`src/rtl/fetch_stage.sv`:
```
// Instruction fetch stage: owns the PC, addresses InstrMemory and registers the
// returned word into an IF/ID slot that decode drains with a valid/ready handshake.
module fetch_stage #(
    parameter int               WIDTH    = 8,
    parameter logic [WIDTH-1:0] RESET_PC = '0
) (
    input  logic             clk,
    input  logic             rst,
    input  logic             en_i,
    output logic [WIDTH-1:0] imem_addr_o,
    input  logic [31:0]      imem_rd_i,
    input  logic             redirect_i,
    input  logic [WIDTH-1:0] redirect_pc_i,
    output logic             id_valid_o,
    input  logic             id_ready_i,
    output logic [31:0]      id_instr_o,
    output logic [WIDTH-1:0] id_pc_o,
    output logic [WIDTH-1:0] id_pc_next_o,
    output logic             dbg_state_o
);

    // Handshake: a word moves from IF/ID to decode on a rising edge where
    // id_valid_o && id_ready_i; id_valid_o never depends combinationally on id_ready_i.

    typedef enum logic {
        IDLE = 1'b0,
        RUN  = 1'b1
    } state_t;

    localparam logic [WIDTH-1:0] PC_STEP = {{(WIDTH-1){1'b0}}, 1'b1};

    state_t           r_state;
    state_t           w_state_nx;
    logic [WIDTH-1:0] r_pc;
    logic [WIDTH-1:0] w_pc_inc;
    logic             r_id_valid;
    logic [31:0]      r_id_instr;
    logic [WIDTH-1:0] r_id_pc;
    logic [WIDTH-1:0] r_id_pc_next;
    logic             w_load;
    logic             w_drain;

    assign w_pc_inc = r_pc + PC_STEP;
    assign w_load   = (r_state == RUN) && en_i && (!r_id_valid || id_ready_i);
    assign w_drain  = r_id_valid && id_ready_i;

    always_ff @(posedge clk or posedge rst) begin
        if (rst) begin
            r_state <= IDLE;
        end else begin
            r_state <= w_state_nx;
        end
    end

    // A redirect never changes the run state: IDLE stays IDLE, RUN keeps fetching.
    always_comb begin
        w_state_nx = r_state;
        case (r_state)
            IDLE: begin
                if (en_i && !redirect_i) begin
                    w_state_nx = RUN;
                end
            end
            RUN: begin
                if (!en_i && !redirect_i) begin
                    w_state_nx = IDLE;
                end
            end
            default: w_state_nx = IDLE;
        endcase
    end

    always_ff @(posedge clk or posedge rst) begin
        if (rst) begin
            r_pc         <= RESET_PC;
            r_id_valid   <= 1'b0;
            r_id_instr   <= 32'h0;
            r_id_pc      <= '0;
            r_id_pc_next <= '0;
        end else if (redirect_i) begin
            // Wrong-path word is discarded even if decode is stalled.
            r_pc       <= redirect_pc_i;
            r_id_valid <= 1'b0;
        end else if (w_load) begin
            r_id_instr   <= imem_rd_i;
            r_id_pc      <= r_pc;
            r_id_pc_next <= w_pc_inc;
            r_id_valid   <= 1'b1;
            r_pc         <= w_pc_inc;
        end else if (w_drain) begin
            r_id_valid <= 1'b0;
        end
    end

    assign imem_addr_o  = r_pc;
    assign id_valid_o   = r_id_valid;
    assign id_instr_o   = r_id_instr;
    assign id_pc_o      = r_id_pc;
    assign id_pc_next_o = r_id_pc_next;
    assign dbg_state_o  = r_state;

endmodule

```
`config.mk`:
```
export PLATFORM = sky130hd
export DESIGN_NAME = fetch_stage
export DESIGN_NICKNAME = d
export VERILOG_FILES = /design/src/rtl/fetch_stage.sv
export SDC_FILE = /design/constraint.sdc
export NUM_CORES = 1
export LEC_CHECK = 0
export BUFFER_PORTS_ARGS = -buffer_cell sky130_fd_sc_hd__buf_2
export CAP_MARGIN = 20
export CORE_ASPECT_RATIO = 1.25
export CORE_MARGIN = 8
export CORE_UTILIZATION = 47
export CTS_CLUSTER_SIZE = 40
export DETAILED_ROUTE_END_ITERATION = 16
export HOLD_SLACK_MARGIN = 0.08
export PLACE_DENSITY = 0.9
export SLEW_MARGIN = 5
export SYNTH_ARGS = -nofsm -noshare
export SYNTH_HDL_FRONTEND = slang
export SYNTH_SLANG_ARGS = --single-unit
export TNS_END_PERCENT = 20
```
`constraint.sdc`:
```
create_clock -name clk -period 2 [get_ports clk]
set_input_delay 0 -clock clk [delete_from_list [all_inputs] [get_ports clk]]
set_output_delay 0 -clock clk [all_outputs]
set_load 0.02 [all_outputs]
```
# Yosys cells after proc, flatten, opt, wreduce, memory -nomap -nowiden
# Cells that the tools add are included.
[op_classes]
n_addsub = 1
n_mux = 8
n_bitwise = 2
n_reduce_logical = 12
[ops]
columns = ["operator", "count"]
rows = [
  ["$mux 8", 2],
  ["$add 8x1->8 const B", 1],
  ["$logic_and 1x1->1", 5],
  ["$mux 1", 5],
  ["$logic_not 1->1", 3],
  ["$reduce_bool 3->1", 1],
  ["$not 1->1", 2],
  ["$pmux 1 s2", 1],
  ["$reduce_and 2->1", 1],
  ["$reduce_bool 2->1", 1],
  ["$logic_or 1x1->1", 1],
]
[totals]
register_bits = 58
in_bits = 45
output_inout_bits = 58
wordCells = 29

# Depth between registers and ports, before layout
[depth]
ltp_word = 5
ltp_mapped = 6
ltp_nobuf = 5

# Worst setup path after synthesis
# Ideal clock, no wire load.
[synth_timing]
path_kind = "reg2reg"
startpoint = "register r_id_valid, in the netlist id_valid_o"
endpoint = "register r_id_pc_next[1], in the netlist id_pc_next_o[1]"
setup_ps = 125
t_arrival_ps = 1624
required_ps = 1875
setup_slack_ps = 251
stages_incl_launch_ff = 7
n_path_buf = 2
synth_period_minus_slack_ps = 1749
cell_sequence = "dfrtp_1 > nand2b_1 > nand3_1 > nor2_1 > buf_2 > buf_4 > mux2_2"
[synth_via]
elab_chain_len = 4
[synth_rtl]
columns = ["element", "line", "source"]
rows = [
  ["start: declaration", "36", "logic r_id_valid;"],
  ["start signal: assignment", "76", "r_id_valid <= 1'b0;"],
  ["start signal: assignment", "83", "r_id_valid <= 1'b0;"],
  ["start signal: assignment", "88", "r_id_valid <= 1'b1;"],
  ["$logic_not 1->1", "44", "assign w_load = (r_state == RUN) && en_i && (!r_id_valid || id_ready_i);"],
  ["$logic_or 1x1->1", "44", ""],
  ["$logic_and 1x1->1", "44", ""],
  ["$reduce_and 2->1 (no line)", "n/a", ""],
  ["end signal: assignment", "87", "r_id_pc_next <= w_pc_inc;"],
  ["end: declaration", "39", "logic [WIDTH-1:0] r_id_pc_next;"],
]
# Every way passes these cells.
# A chain may end at the register's enable or synchronous reset.

# Final worst setup path
[layout_timing]
startpoint = "register r_pc[2], in the netlist imem_addr_o[2]"
endpoint = "register r_pc[7], in the netlist imem_addr_o[7]"
[layout_via]
elab_chain_len = 3
[layout_rtl]
columns = ["element", "line", "source"]
rows = [
  ["start: declaration", "34", "logic [WIDTH-1:0] r_pc;"],
  ["start signal: assignment", "82", "r_pc <= redirect_pc_i;"],
  ["start signal: assignment", "89", "r_pc <= w_pc_inc;"],
  ["$add 8x1->8", "43", "assign w_pc_inc = r_pc + PC_STEP;"],
  ["$mux 8", "84", "end else if (w_load) begin"],
  ["$mux 8", "80", "end else if (redirect_i) begin"],
]
# Every way passes these cells. The select of a mux whose other input is x is not followed.

==> flow_metrics.tcl <==
set metrics [dict create \
    drive_gt1_frac 0.5240 \
    ys_types 25 \
    ir_drop_uv 712.1 \
    use_met3 0.05755 \
    ff_latch_area_sq_mm 0.001451 \
    crit_arrival_ns 1.88 \
    grt_max_degree 32 \
    grtUsageTotal 0.1863 \
    drc_errors 0 \
    use_met1 0.1930 \
    grt_busiest_layer "met2" \
    ctsRootBufferMaster "clkbuf_8" \
    clock_latency_ns 0.33 \
    hold_path_class "primary input to register" \
    routabilityCongestion 0.8105 \
    cts.clk_slew.worst_paths_ns 0.07 \
    cts_buffer_depth 2 \
    post_cts_buffers 0 \
    fmax_ghz 0.6152 \
    fin_nets 375 \
    row_count 29 \
    synth_area_leaders "dfrtp_1, mux2_2, xnor2_1" \
    r2r_cells 4 \
    place_hpwl_um 4274 \
    dr.pass1.iters 4 \
    skew_ns 0.007821 \
    worst_pin_slew_ns 0.4148 \
    cap_violations 0 \
    cts_buffers 9 \
    cp-start-kind "register" \
    rrSetupSlack_ns 0.37 \
    vias 1972 \
    critPathRequiredTime_ns 2.26 \
    start_util 0.4780 \
    ctsResizeCount 0 \
    antenna_found_initial 2 \
    p_per_area_mw_per_mm2 1071 \
    core-area_sq_mm 0.004971 \
    die_x_um 79.60 \
    cts_hold_buf 49 \
    slew_headroom 0.7229 \
    path_max_fanout 7 \
    ios 103 \
    yosys_warnings 0 \
    final_cell_mix "buf_2, dfrtp_1, dlygate4sd3_1" \
    p_leak_nw 1.753 \
    grt_pass1_vias 2172 \
    status "completed" \
    io_buffers 102 \
    stdcell_count 399 \
    cp-end-kind "register" \
    die_y_um 95.50 \
    tns_ns 0 \
    period_minus_slack_ns 1.625 \
    dp_cells 331 \
    drt-initial-drc-count 127 \
    use_met2 0.3125 \
    cts_sinks 58 \
    rsz0062_at_grt "no" \
    yosys.area.top_type_share 0.6108 \
    syn_inst 169 \
    utilization 0.7415 \
    viasPerCell 4.942 \
    final_area_sq_mm 0.003686 \
    p_total_mw 3.947 \
    synth_top_area_cell "dfrtp_1" \
    syn_area_sq_mm 0.002376 \
    fin_crit_sh 0.8127 \
    cts.htree.levels 3 \
    drv_slew 0 \
    syn-num-nets 215 \
    nFillCells 345 \
    setup_violations 0 \
    routedWlPerCell_um 16.90 \
    hold_viol_final 0 \
    criticalPathCategory "register to register" \
    multi_input_comb_area_sq_um 879.6 \
    drt_wl_total_um 6745 \
    ys_seq_elements 58 \
    dpl_cell_area_sq_mm 0.002984 \
    cts_tree "built" \
    drtAntennaViolNets 0 \
    seq_area_frac_synth 0.6108 \
    dieArea_sq_mm 0.007601 \
    grt_overflow 0 \
    final_common_cell "buf_2" \
    hold_path_depth 2 \
    area_growth_pct 55.13 \
    avgSynthCellArea_sq_um 14.06 \
    grt_pass1_wl_um 10840 \
]
[metal layers]
layer | vias to the layer above | wire length, um
met2 | 84 | 3574
met3 | 18 | 534
li1 | 917 | -
met5 | - | 0
met4 | 0 | 215
met1 | 953 | 2421
[final timing paths]
path,from,endpoint
min in group asynchronous,rst,asynchronous set/reset pin
max in group asynchronous,rst,id_instr_o[14]$_DFFE_PP0P_
hold reg to reg,id_pc_o[7]$_DFFE_PP0P_,id_pc_o[7]$_DFFE_PP0P_
hold / removal,redirect_i,imem_addr_o[6]$_DFFE_PP0P_
setup reg to reg,imem_addr_o[2]$_DFFE_PP0P_,imem_addr_o[7]$_DFFE_PP0P_
setup / recovery,imem_addr_o[2]$_DFFE_PP0P_,imem_addr_o[7]$_DFFE_PP0P_
[worst max-delay path: stages, from the launching register on]
cell and delay, ns:
dfrtp_1 0.50, nand4_2 0.17, or2_4 0.27, or4_1 0.46, a31oi_1 0.16
[flip-flops by register name, summed over array words and instances, names as in the netlist, named ones only]
register	cells
id_pc_next_o	8
id_valid_o	1
id_instr_o	32
id_pc_o	8
imem_addr_o	8
[report_power, final]
| group | internal (mW) | total (mW) | switching, mW |
|---|---|---|---|
| Clock | 0.636 | 1.09 | 0.452 |
| Combinational | 0.538 | 1.23 | 0.688 |
| Sequential | 1.46 | 1.63 | 0.171 |
[cell families (layout without fill, tap and decap cells)]
logic type | Yosys count | in the layout | synth area share
DFF | 58 | 58 | 0.6108
AOI/OAI and AO/OA | 10 | 10 | 0.02264
adders and majority gates | 1 | 1 | 0.005265
xor gates and xnor gates | 12 | 12 | 0.04423
muxes | 50 | 50 | 0.2359
other | 0 | 3 | 0
buffers and inverters | 11 | 176 | 0.02211
and+or+nand+nor | 27 | 27 | 0.05898
[synthesized netlist by cell type (all sizes together)]
master,instances
mux2,48
xor2,4
nor2b,1
nand2,10
nand4,1
inv,4
a21oi,1
nand3,3
o21ai,7
xnor2,8
mux2i,2
nor2,3
nor4,2
dfrtp,58
nor3b,1
buf,5
a31oi,1
or4,1
nor3,3
clkbuf,2
or2,1
ha,1
o31ai,1
nand2b,1
[through the flow]
stage / hold slack (ns) / worst slack [ns]
5_1_grt: 0.09670 / 0.2545
3_5_place_dp: -0.006862 / 0.4221
3_3_place_gp: -0.02499 / 0.4487
2_1_floorplan: 0.1168 / 0.2513
6_report: 0.1017 / 0.3745
4_1_cts: 0.08232 / 0.3882
[layout make-up]
cell class                 count  area share
clock inverter                 5     0.01426
clock buffer                  11     0.04107
inverter                       4    0.004073
sequential                    58      0.3938
timing repair buffer         156      0.2851
multi-input combinational    100      0.2386
tap                           62     0.02105
antenna                        3    0.002037
No activity file was read; power rests on OpenSTA's default activity.
